<file path="config.mk">
export PLATFORM = sky130hd
export DESIGN_NAME = ec_fp_addsub_srv_flat
export DESIGN_NICKNAME = d
export VERILOG_FILES = /design/src/rtl/ec_fp_addsub_srv_if.sv /design/src/rtl/ec_fp_addsub_srv.sv /design/src/flat_wrapper.sv
export SDC_FILE = /design/constraint.sdc
export NUM_CORES = 2
export LEC_CHECK = 0
export CORE_MARGIN = 2
export CORE_UTILIZATION = 55
export CTS_BUF_LIST = sky130_fd_sc_hd__clkbuf_4 sky130_fd_sc_hd__clkbuf_8 sky130_fd_sc_hd__clkbuf_16
export DETAILED_ROUTE_END_ITERATION = 6
export PLACE_DENSITY = 0.86
export SYNTH_ARGS = -nofsm -noshare
export SYNTH_HDL_FRONTEND = slang
export SYNTH_SLANG_ARGS = --single-unit
</file>
<file path="constraint.sdc">
create_clock -name i_clk -period 2.57 [get_ports i_clk]
set_input_delay 0.514 -clock i_clk [delete_from_list [all_inputs] [get_ports i_clk]]
set_output_delay 0.514 -clock i_clk [all_outputs]
set_load 0.01 [all_outputs]
</file>
<file path="src/rtl/ec_fp_addsub_srv_if.sv">
// Streaming interface carrying word data plus sop/eop framing, error flag,
// byte modulus and a ctl tag, with sink/source views.
interface if_axi_stream #(
  parameter int unsigned DAT_BITS = 64,
  parameter int unsigned CTL_BITS = 8,
  parameter int unsigned MOD_BITS = (DAT_BITS / 8 > 1) ? $clog2(DAT_BITS / 8) : 1
) ();
  logic                val;
  logic                rdy;
  logic                sop;
  logic                eop;
  logic                err;
  logic [DAT_BITS-1:0] dat;
  logic [MOD_BITS-1:0] mod;
  logic [CTL_BITS-1:0] ctl;

  modport sink   (input  val, sop, eop, err, dat, mod, ctl, output rdy);
  modport source (output val, sop, eop, err, dat, mod, ctl, input  rdy);
endinterface

</file>
<file path="src/rtl/ec_fp_addsub_srv.sv">
// Modular add/sub server over GF(P): one shared datapath, word-serial I/O.
// Define EC_FP_ADDSUB_CHK_EN to flag framing errors on the result's err bit.
module ec_fp_addsub_srv #(
  parameter int unsigned     BITS       = 256,
  parameter int unsigned     ARITH_BITS = 64,
  parameter logic [BITS-1:0] P          = '0,
  parameter int unsigned     CTL_BITS   = 8
) (
  input  logic          i_clk,
  input  logic          i_rst,
  if_axi_stream.sink    i_add_if,
  if_axi_stream.sink    i_sub_if,
  if_axi_stream.source  o_add_if,
  if_axi_stream.source  o_sub_if
);
  localparam int unsigned DIV   = BITS / ARITH_BITS;
  localparam int unsigned CNT_W = (DIV > 1) ? $clog2(DIV) : 1;

  typedef enum logic [1:0] {IDLE, COLLECT, COMPUTE, EMIT} state_t;

  state_t                  state, state_nxt;
  logic                    sel_sub, last_sub, phase;
  logic [CNT_W-1:0]        cnt;
  logic [BITS-1:0]         a_q, b_q, r_q;
  logic [BITS:0]           s_q;
  logic [CTL_BITS-1:0]     ctl_q;

  logic                    in_val, in_rdy, in_fire, in_sop, in_eop;
  logic [2*ARITH_BITS-1:0] in_dat;
  logic [CTL_BITS-1:0]     in_ctl;
  logic                    out_val, out_rdy, out_fire, last_beat, grant_sub;
  logic                    emit_add, emit_sub, frame_err;

  always_comb begin
    in_val    = sel_sub ? i_sub_if.val : i_add_if.val;
    in_sop    = sel_sub ? i_sub_if.sop : i_add_if.sop;
    in_eop    = sel_sub ? i_sub_if.eop : i_add_if.eop;
    in_dat    = sel_sub ? i_sub_if.dat : i_add_if.dat;
    in_ctl    = sel_sub ? i_sub_if.ctl : i_add_if.ctl;
    in_rdy    = (state == COLLECT);
    in_fire   = in_val && in_rdy;
    out_val   = (state == EMIT);
    out_rdy   = sel_sub ? o_sub_if.rdy : o_add_if.rdy;
    out_fire  = out_val && out_rdy;
    last_beat = (cnt == CNT_W'(DIV - 1));
    // On contention the sink not served last wins; last_sub resets to 1 so add goes first.
    grant_sub = i_sub_if.val && (!i_add_if.val || !last_sub);
    emit_add  = out_val && !sel_sub;
    emit_sub  = out_val && sel_sub;
  end

  assign i_add_if.rdy = in_rdy && !sel_sub;
  assign i_sub_if.rdy = in_rdy && sel_sub;

  always_comb begin
    state_nxt = state;
    case (state)
      IDLE:    if (i_add_if.val || i_sub_if.val) state_nxt = COLLECT;
      COLLECT: if (in_fire && last_beat)         state_nxt = COMPUTE;
      COMPUTE: if (phase)                        state_nxt = EMIT;
      EMIT:    if (out_fire && last_beat)        state_nxt = IDLE;
      default:                                   state_nxt = IDLE;
    endcase
  end

  always_ff @(posedge i_clk) begin
    if (!i_rst) state <= IDLE;
    else        state <= state_nxt;
  end

  always_ff @(posedge i_clk) begin
    if (!i_rst) begin
      sel_sub  <= 1'b0;
      last_sub <= 1'b1;
      phase    <= 1'b0;
      cnt      <= '0;
      a_q      <= '0;
      b_q      <= '0;
      r_q      <= '0;
      s_q      <= '0;
      ctl_q    <= '0;
    end else begin
      case (state)
        IDLE: begin
          cnt   <= '0;
          phase <= 1'b0;
          if (i_add_if.val || i_sub_if.val) begin
            sel_sub  <= grant_sub;
            last_sub <= grant_sub;
          end
        end
        COLLECT: if (in_fire) begin
          // LS word arrives first, so words enter at the top and shift down.
          a_q <= (a_q >> ARITH_BITS) | (BITS'(in_dat[ARITH_BITS-1:0]) << (BITS - ARITH_BITS));
          b_q <= (b_q >> ARITH_BITS) | (BITS'(in_dat[2*ARITH_BITS-1:ARITH_BITS]) << (BITS - ARITH_BITS));
          if (cnt == '0) ctl_q <= in_ctl;
          cnt <= last_beat ? '0 : cnt + 1'b1;
        end
        COMPUTE: begin
          phase <= ~phase;
          if (!phase) begin
            s_q <= sel_sub ? ({1'b0, a_q} - {1'b0, b_q}) : ({1'b0, a_q} + {1'b0, b_q});
          end else if (sel_sub) begin
            r_q <= s_q[BITS] ? (s_q[BITS-1:0] + P) : s_q[BITS-1:0];
          end else begin
            r_q <= (s_q >= {1'b0, P}) ? BITS'(s_q - {1'b0, P}) : s_q[BITS-1:0];
          end
        end
        EMIT: if (out_fire) begin
          r_q <= r_q >> ARITH_BITS;
          cnt <= last_beat ? '0 : cnt + 1'b1;
        end
        default: ;
      endcase
    end
  end

`ifdef EC_FP_ADDSUB_CHK_EN
  logic beat_bad;
  always_comb
    beat_bad = (in_sop != (cnt == '0)) || (in_eop != last_beat) ||
               ((cnt != '0) && (in_ctl != ctl_q));

  always_ff @(posedge i_clk) begin
    if (!i_rst || state == IDLE)  frame_err <= 1'b0;
    else if (in_fire && beat_bad) frame_err <= 1'b1;
  end
`else
  assign frame_err = 1'b0;
`endif

  assign o_add_if.val = emit_add;
  assign o_add_if.sop = emit_add && (cnt == '0);
  assign o_add_if.eop = emit_add && last_beat;
  assign o_add_if.err = emit_add && frame_err;
  assign o_add_if.dat = emit_add ? r_q[ARITH_BITS-1:0] : '0;
  assign o_add_if.ctl = emit_add ? ctl_q : '0;
  assign o_add_if.mod = '0;

  assign o_sub_if.val = emit_sub;
  assign o_sub_if.sop = emit_sub && (cnt == '0);
  assign o_sub_if.eop = emit_sub && last_beat;
  assign o_sub_if.err = emit_sub && frame_err;
  assign o_sub_if.dat = emit_sub ? r_q[ARITH_BITS-1:0] : '0;
  assign o_sub_if.ctl = emit_sub ? ctl_q : '0;
  assign o_sub_if.mod = '0;

  logic unused_ok;
  assign unused_ok = &{1'b0, i_add_if.err, i_add_if.mod, i_sub_if.err, i_sub_if.mod,
                       in_sop, in_eop};
endmodule

</file>
<file path="src/flat_wrapper.sv">
// flat-port wrapper written by rule: the top's interface ports become plain ports
module ec_fp_addsub_srv_flat 
#(
  parameter int unsigned     BITS       = 256,
  parameter int unsigned     ARITH_BITS = 64,
  parameter logic [BITS-1:0] P          = '0,
  parameter int unsigned     CTL_BITS   = 8
)
  (i_clk, i_rst, i_add_if_val, i_add_if_sop, i_add_if_eop, i_add_if_err, i_add_if_dat, i_add_if_mod, i_add_if_ctl, i_add_if_rdy, i_sub_if_val, i_sub_if_sop, i_sub_if_eop, i_sub_if_err, i_sub_if_dat, i_sub_if_mod, i_sub_if_ctl, i_sub_if_rdy, o_add_if_val, o_add_if_sop, o_add_if_eop, o_add_if_err, o_add_if_dat, o_add_if_mod, o_add_if_ctl, o_add_if_rdy, o_sub_if_val, o_sub_if_sop, o_sub_if_eop, o_sub_if_err, o_sub_if_dat, o_sub_if_mod, o_sub_if_ctl, o_sub_if_rdy);
  if_axi_stream #(.CTL_BITS(CTL_BITS)) i_add_if_i ();
  if_axi_stream #(.CTL_BITS(CTL_BITS)) i_sub_if_i ();
  if_axi_stream #(.CTL_BITS(CTL_BITS)) o_add_if_i ();
  if_axi_stream #(.CTL_BITS(CTL_BITS)) o_sub_if_i ();
  input  logic i_clk;
  input  logic i_rst;
  input wire logic [$bits(i_add_if_i.val)-1:0] i_add_if_val;
  input wire logic [$bits(i_add_if_i.sop)-1:0] i_add_if_sop;
  input wire logic [$bits(i_add_if_i.eop)-1:0] i_add_if_eop;
  input wire logic [$bits(i_add_if_i.err)-1:0] i_add_if_err;
  input wire logic [$bits(i_add_if_i.dat)-1:0] i_add_if_dat;
  input wire logic [$bits(i_add_if_i.mod)-1:0] i_add_if_mod;
  input wire logic [$bits(i_add_if_i.ctl)-1:0] i_add_if_ctl;
  output wire logic [$bits(i_add_if_i.rdy)-1:0] i_add_if_rdy;
  input wire logic [$bits(i_sub_if_i.val)-1:0] i_sub_if_val;
  input wire logic [$bits(i_sub_if_i.sop)-1:0] i_sub_if_sop;
  input wire logic [$bits(i_sub_if_i.eop)-1:0] i_sub_if_eop;
  input wire logic [$bits(i_sub_if_i.err)-1:0] i_sub_if_err;
  input wire logic [$bits(i_sub_if_i.dat)-1:0] i_sub_if_dat;
  input wire logic [$bits(i_sub_if_i.mod)-1:0] i_sub_if_mod;
  input wire logic [$bits(i_sub_if_i.ctl)-1:0] i_sub_if_ctl;
  output wire logic [$bits(i_sub_if_i.rdy)-1:0] i_sub_if_rdy;
  output wire logic [$bits(o_add_if_i.val)-1:0] o_add_if_val;
  output wire logic [$bits(o_add_if_i.sop)-1:0] o_add_if_sop;
  output wire logic [$bits(o_add_if_i.eop)-1:0] o_add_if_eop;
  output wire logic [$bits(o_add_if_i.err)-1:0] o_add_if_err;
  output wire logic [$bits(o_add_if_i.dat)-1:0] o_add_if_dat;
  output wire logic [$bits(o_add_if_i.mod)-1:0] o_add_if_mod;
  output wire logic [$bits(o_add_if_i.ctl)-1:0] o_add_if_ctl;
  input wire logic [$bits(o_add_if_i.rdy)-1:0] o_add_if_rdy;
  output wire logic [$bits(o_sub_if_i.val)-1:0] o_sub_if_val;
  output wire logic [$bits(o_sub_if_i.sop)-1:0] o_sub_if_sop;
  output wire logic [$bits(o_sub_if_i.eop)-1:0] o_sub_if_eop;
  output wire logic [$bits(o_sub_if_i.err)-1:0] o_sub_if_err;
  output wire logic [$bits(o_sub_if_i.dat)-1:0] o_sub_if_dat;
  output wire logic [$bits(o_sub_if_i.mod)-1:0] o_sub_if_mod;
  output wire logic [$bits(o_sub_if_i.ctl)-1:0] o_sub_if_ctl;
  input wire logic [$bits(o_sub_if_i.rdy)-1:0] o_sub_if_rdy;
  assign i_add_if_i.val = i_add_if_val;
  assign i_add_if_i.sop = i_add_if_sop;
  assign i_add_if_i.eop = i_add_if_eop;
  assign i_add_if_i.err = i_add_if_err;
  assign i_add_if_i.dat = i_add_if_dat;
  assign i_add_if_i.mod = i_add_if_mod;
  assign i_add_if_i.ctl = i_add_if_ctl;
  assign i_add_if_rdy = i_add_if_i.rdy;
  assign i_sub_if_i.val = i_sub_if_val;
  assign i_sub_if_i.sop = i_sub_if_sop;
  assign i_sub_if_i.eop = i_sub_if_eop;
  assign i_sub_if_i.err = i_sub_if_err;
  assign i_sub_if_i.dat = i_sub_if_dat;
  assign i_sub_if_i.mod = i_sub_if_mod;
  assign i_sub_if_i.ctl = i_sub_if_ctl;
  assign i_sub_if_rdy = i_sub_if_i.rdy;
  assign o_add_if_val = o_add_if_i.val;
  assign o_add_if_sop = o_add_if_i.sop;
  assign o_add_if_eop = o_add_if_i.eop;
  assign o_add_if_err = o_add_if_i.err;
  assign o_add_if_dat = o_add_if_i.dat;
  assign o_add_if_mod = o_add_if_i.mod;
  assign o_add_if_ctl = o_add_if_i.ctl;
  assign o_add_if_i.rdy = o_add_if_rdy;
  assign o_sub_if_val = o_sub_if_i.val;
  assign o_sub_if_sop = o_sub_if_i.sop;
  assign o_sub_if_eop = o_sub_if_i.eop;
  assign o_sub_if_err = o_sub_if_i.err;
  assign o_sub_if_dat = o_sub_if_i.dat;
  assign o_sub_if_mod = o_sub_if_i.mod;
  assign o_sub_if_ctl = o_sub_if_i.ctl;
  assign o_sub_if_i.rdy = o_sub_if_rdy;
  ec_fp_addsub_srv #(.BITS(BITS), .ARITH_BITS(ARITH_BITS), .P(P), .CTL_BITS(CTL_BITS)) u_core (.i_clk(i_clk), .i_rst(i_rst), .i_add_if(i_add_if_i), .i_sub_if(i_sub_if_i), .o_add_if(o_add_if_i), .o_sub_if(o_sub_if_i));
endmodule
</file>
==> reports/metrics.cfg <==
[status]
run_status = finished, violations left
violations = negative setup slack

[finish]
final_cell_count_no_fill = 4672
nets = 4009
final_area_um2 = 39300
area_delta_synth_final_pct = 21.3
drive_above_1_share_pct = 9.83
fin_util_pct = 67.0

[worst_setup_path]
endpoint_kind = output pin
reg2reg_to = u_core.r_q[200]
cp.required_ns = 2.06
worst-r2r-setup-slack_ns = 0.16
path_delay_family = buffers and inverters
cp_num_buf_inv = 5
cp_cell_sequence = ha_4 -> inv_4 -> nor2_4 -> buf_6 -> buf_12 -> buf_8 -> and2_4 -> buf_6
critical_path.max_stage_delay_ns = 0.37
cp-start-kind = flip-flop
r2r_cells = 10
worstPathMaxFanout = 8
crit_type = flip-flop to output pin
critPathMostFrequentCell = buf_6
cp.arrival_ns = 2.06
regToRegStartpoint = u_core.state[0]
slowest_stage = dfxtp_4
critPathLaunch = u_core.state[0]

[sta]
relSlewSlack_pct = 33.2
slew_violations = 0
min_period_over_period_pct = 100
finalSetupViolCount = 1
tightest_slew_ns = 1.00
rsz0062_at_grt = true
fin_setup_tns_ns = -0.000431
min_period_ns = 2.57
fin_skew_ns = 0.0106
final_hold_viol_count = 0
fmax_ghz = 0.389
fin_hold_ws_ns = 0.224
worst_slack_ns = -0.000431

[cts]
worstSkewPairLatency_ns = 0.60
clkTransAtPathRegs_ns = 0.06
cts_max_level = 3
cts_tree = yes
numClockSinks = 783
root_buffer = clkbuf_16
cts_buffers = 75
cts_hold_buf = 0
clk_path_buf_depth = 3

[placement]
dp_slack_ns = 0.0646
post-dp-hpwl_um = 44300
io_buffers = 301
placed_area_um2 = 36400
placed_cells = 4496
gp_congestion = 0.758

[die]
die_h_um = 247
pin_count = 322
dieArea_um2 = 60900
start_util_pct = 55.3
fp.dieW_um = 247
core_um2 = 58700
std_cell_rows = 89

[power_and_ir_drop]
p_leak_nw = 16.7
ir_drop_mv = 0.548
power_density_nw_per_um2 = 877
p_total_mw = 34.5

[global_routing]
antenna_found_initial = 3
grt_usage_pct = 24.7
grt_pass1_vias = 23800
grt_max_degree = 149
grt.overflow.total = 0
grt_pass1_wl_um = 124000

[routing]
routedWlPerCell_um = 16.8
postRouteAntennaNets = 0
vias_per_cell = 5.51
dr_total_vias = 25700
drc = 0
drtPass1Iterations = 5
first_iter_violations = 1730
wl_um = 78600

[yosys]
avgSynthCellArea_um2 = 8.89
seq_area_frac_synth_pct = 48.3
yosys.area.top_type = dfxtp_1
ys_seq_elements = 783
synth_area_leaders = dfxtp_1 (48%), nand2_1 (14%), a21boi_0 (11%)
synth_area_um2 = 32400
ys_types = 29
synthCells = 3647
synth_top_area_share_pct = 48.3
yosysWarnings = 0

[run]
cap_viol_max_count = 0

[worst_hold_path]
hold_path_end = u_core.a_q[165]
holdPathStages = 2
hold_path_class = input pin to flip-flop
hold_start = i_rst

## repair_timing
| item | CTS | global route |
|---|---|---|
| setup buffers | 18 | 8 |
| endpoints found under the setup margin | 152 | 87 |
| endpoints found under the hold margin | 0 | 0 |
| gates resized for setup | 278 | 170 |
| gates cloned | 10 | 6 |
| pin swaps | 2 | 4 |
## layout make-up
class                           count  area, µm²
Sequential cell                   783      15700
Tap cell                          773        967
Multi-Input combinational cell   2534      15400
Clock buffer                      110       2310
Clock inverter                     23        253
Inverter                            6       25.0
Antenna cell                        2       5.00
Fill cell                        4400      19300
Timing Repair Buffer              441       4650
## sequential cells by signal (all words and copies together), names as in the netlist
signal / count
u_core.last_sub: 1
u_core.sel_sub: 1
u_core.s_q: 256
u_core.ctl_q: 8
u_core.r_q: 256
u_core.a_q: 256
u_core.phase: 1
u_core.state: 2
u_core.cnt: 2
## layout by cell type, fill, tap and decap left out, drive strengths merged, types with 4 or more instances in the layout
| cell type | instances |
|---|---|
| a21boi | 512 |
| and2 | 78 |
| and3 | 75 |
| buf | 158 |
| bufinv | 5 |
| clkbuf | 178 |
| clkdlybuf4s15 | 45 |
| clkdlybuf4s50 | 148 |
| clkinv | 15 |
| conb | 8 |
| dfxtp | 783 |
| dlygate4sd2 | 14 |
| dlymetal6s2s | 5 |
| ha | 6 |
| inv | 7 |
| mux2i | 268 |
| nand2 | 1234 |
| nand3 | 64 |
| nor2 | 4 |
| nor2b | 5 |
| o211a | 264 |
## per-layer routing
metal	GRT usage, %	part of all wire, %	vias up
li1	-	-	12700
met1	31.9	44	12300
met2	42.7	49	629
met3	3.11	4.8	123
met4	8.10	2.4	2
met5	0	0.014	-
## cells in the mapped netlist, drive strengths merged
library cell	instances
nand2b	1
a2111oi	1
and2	78
o211ai	1
o32ai	1
nor2b	5
clkbuf	204
a21oi	3
o211a	264
nor2	4
nand2	1234
a211oi	1
and3	75
mux2	1
inv	6
dfxtp	783
a211o	1
nand3	64
buf	127
mux2i	268
a21boi	512
o21ai	3
ha	6
o2111ai	2
a221oi	1
conb	1
## logic make-up after synthesis
logic type / count (synthesis) / share of synthesized area [%]
AO/OA/AOI/OAI: 790 / 20.3
adder cells (fa/ha/maj): 6 / 0.231
buffers and inverters: 337 / 4.40
flip-flops: 783 / 48.3
multiplexers: 269 / 8.31
other: 1 / 0.0116
AND/OR/NAND/NOR: 1461 / 18.4
## power by group
group          internal [mW]  switching [mW]  total, mW
Combinational           3.41            5.04       8.45
Sequential              13.6            1.05       14.7
Clock                   6.76            4.61       11.4
## worst reg2reg max path, cell delays in order (launching register included)
cell and delay [ns]:
dfxtp_4 0.37, ha_4 0.17, buf_12 0.15, buf_16 0.14
buf_4 0.15, nor2_1 0.09, a211oi_4 0.37, buf_12 0.29
buf_12 0.26, nand3_1 0.10, a21boi_0 0.24
## worst max path at each step
stage | endpoint | slack (ns) | depth (start not counted)
2_1_floorplan | o_sub_if_eop | 0.49 | 6
3_3_place_gp | u_core.r_q[215] | 0.11 | 7
3_5_place_dp | u_core.r_q[215] | 0.06 | 7
4_1_cts | o_add_if_dat[51] | -0.13 | 8
5_1_grt | o_add_if_dat[60] | -0.05 | 8
6_report | o_add_if_dat[60] | -0.0004 | 8
Note: power is estimated with default switching activity, not from simulation.
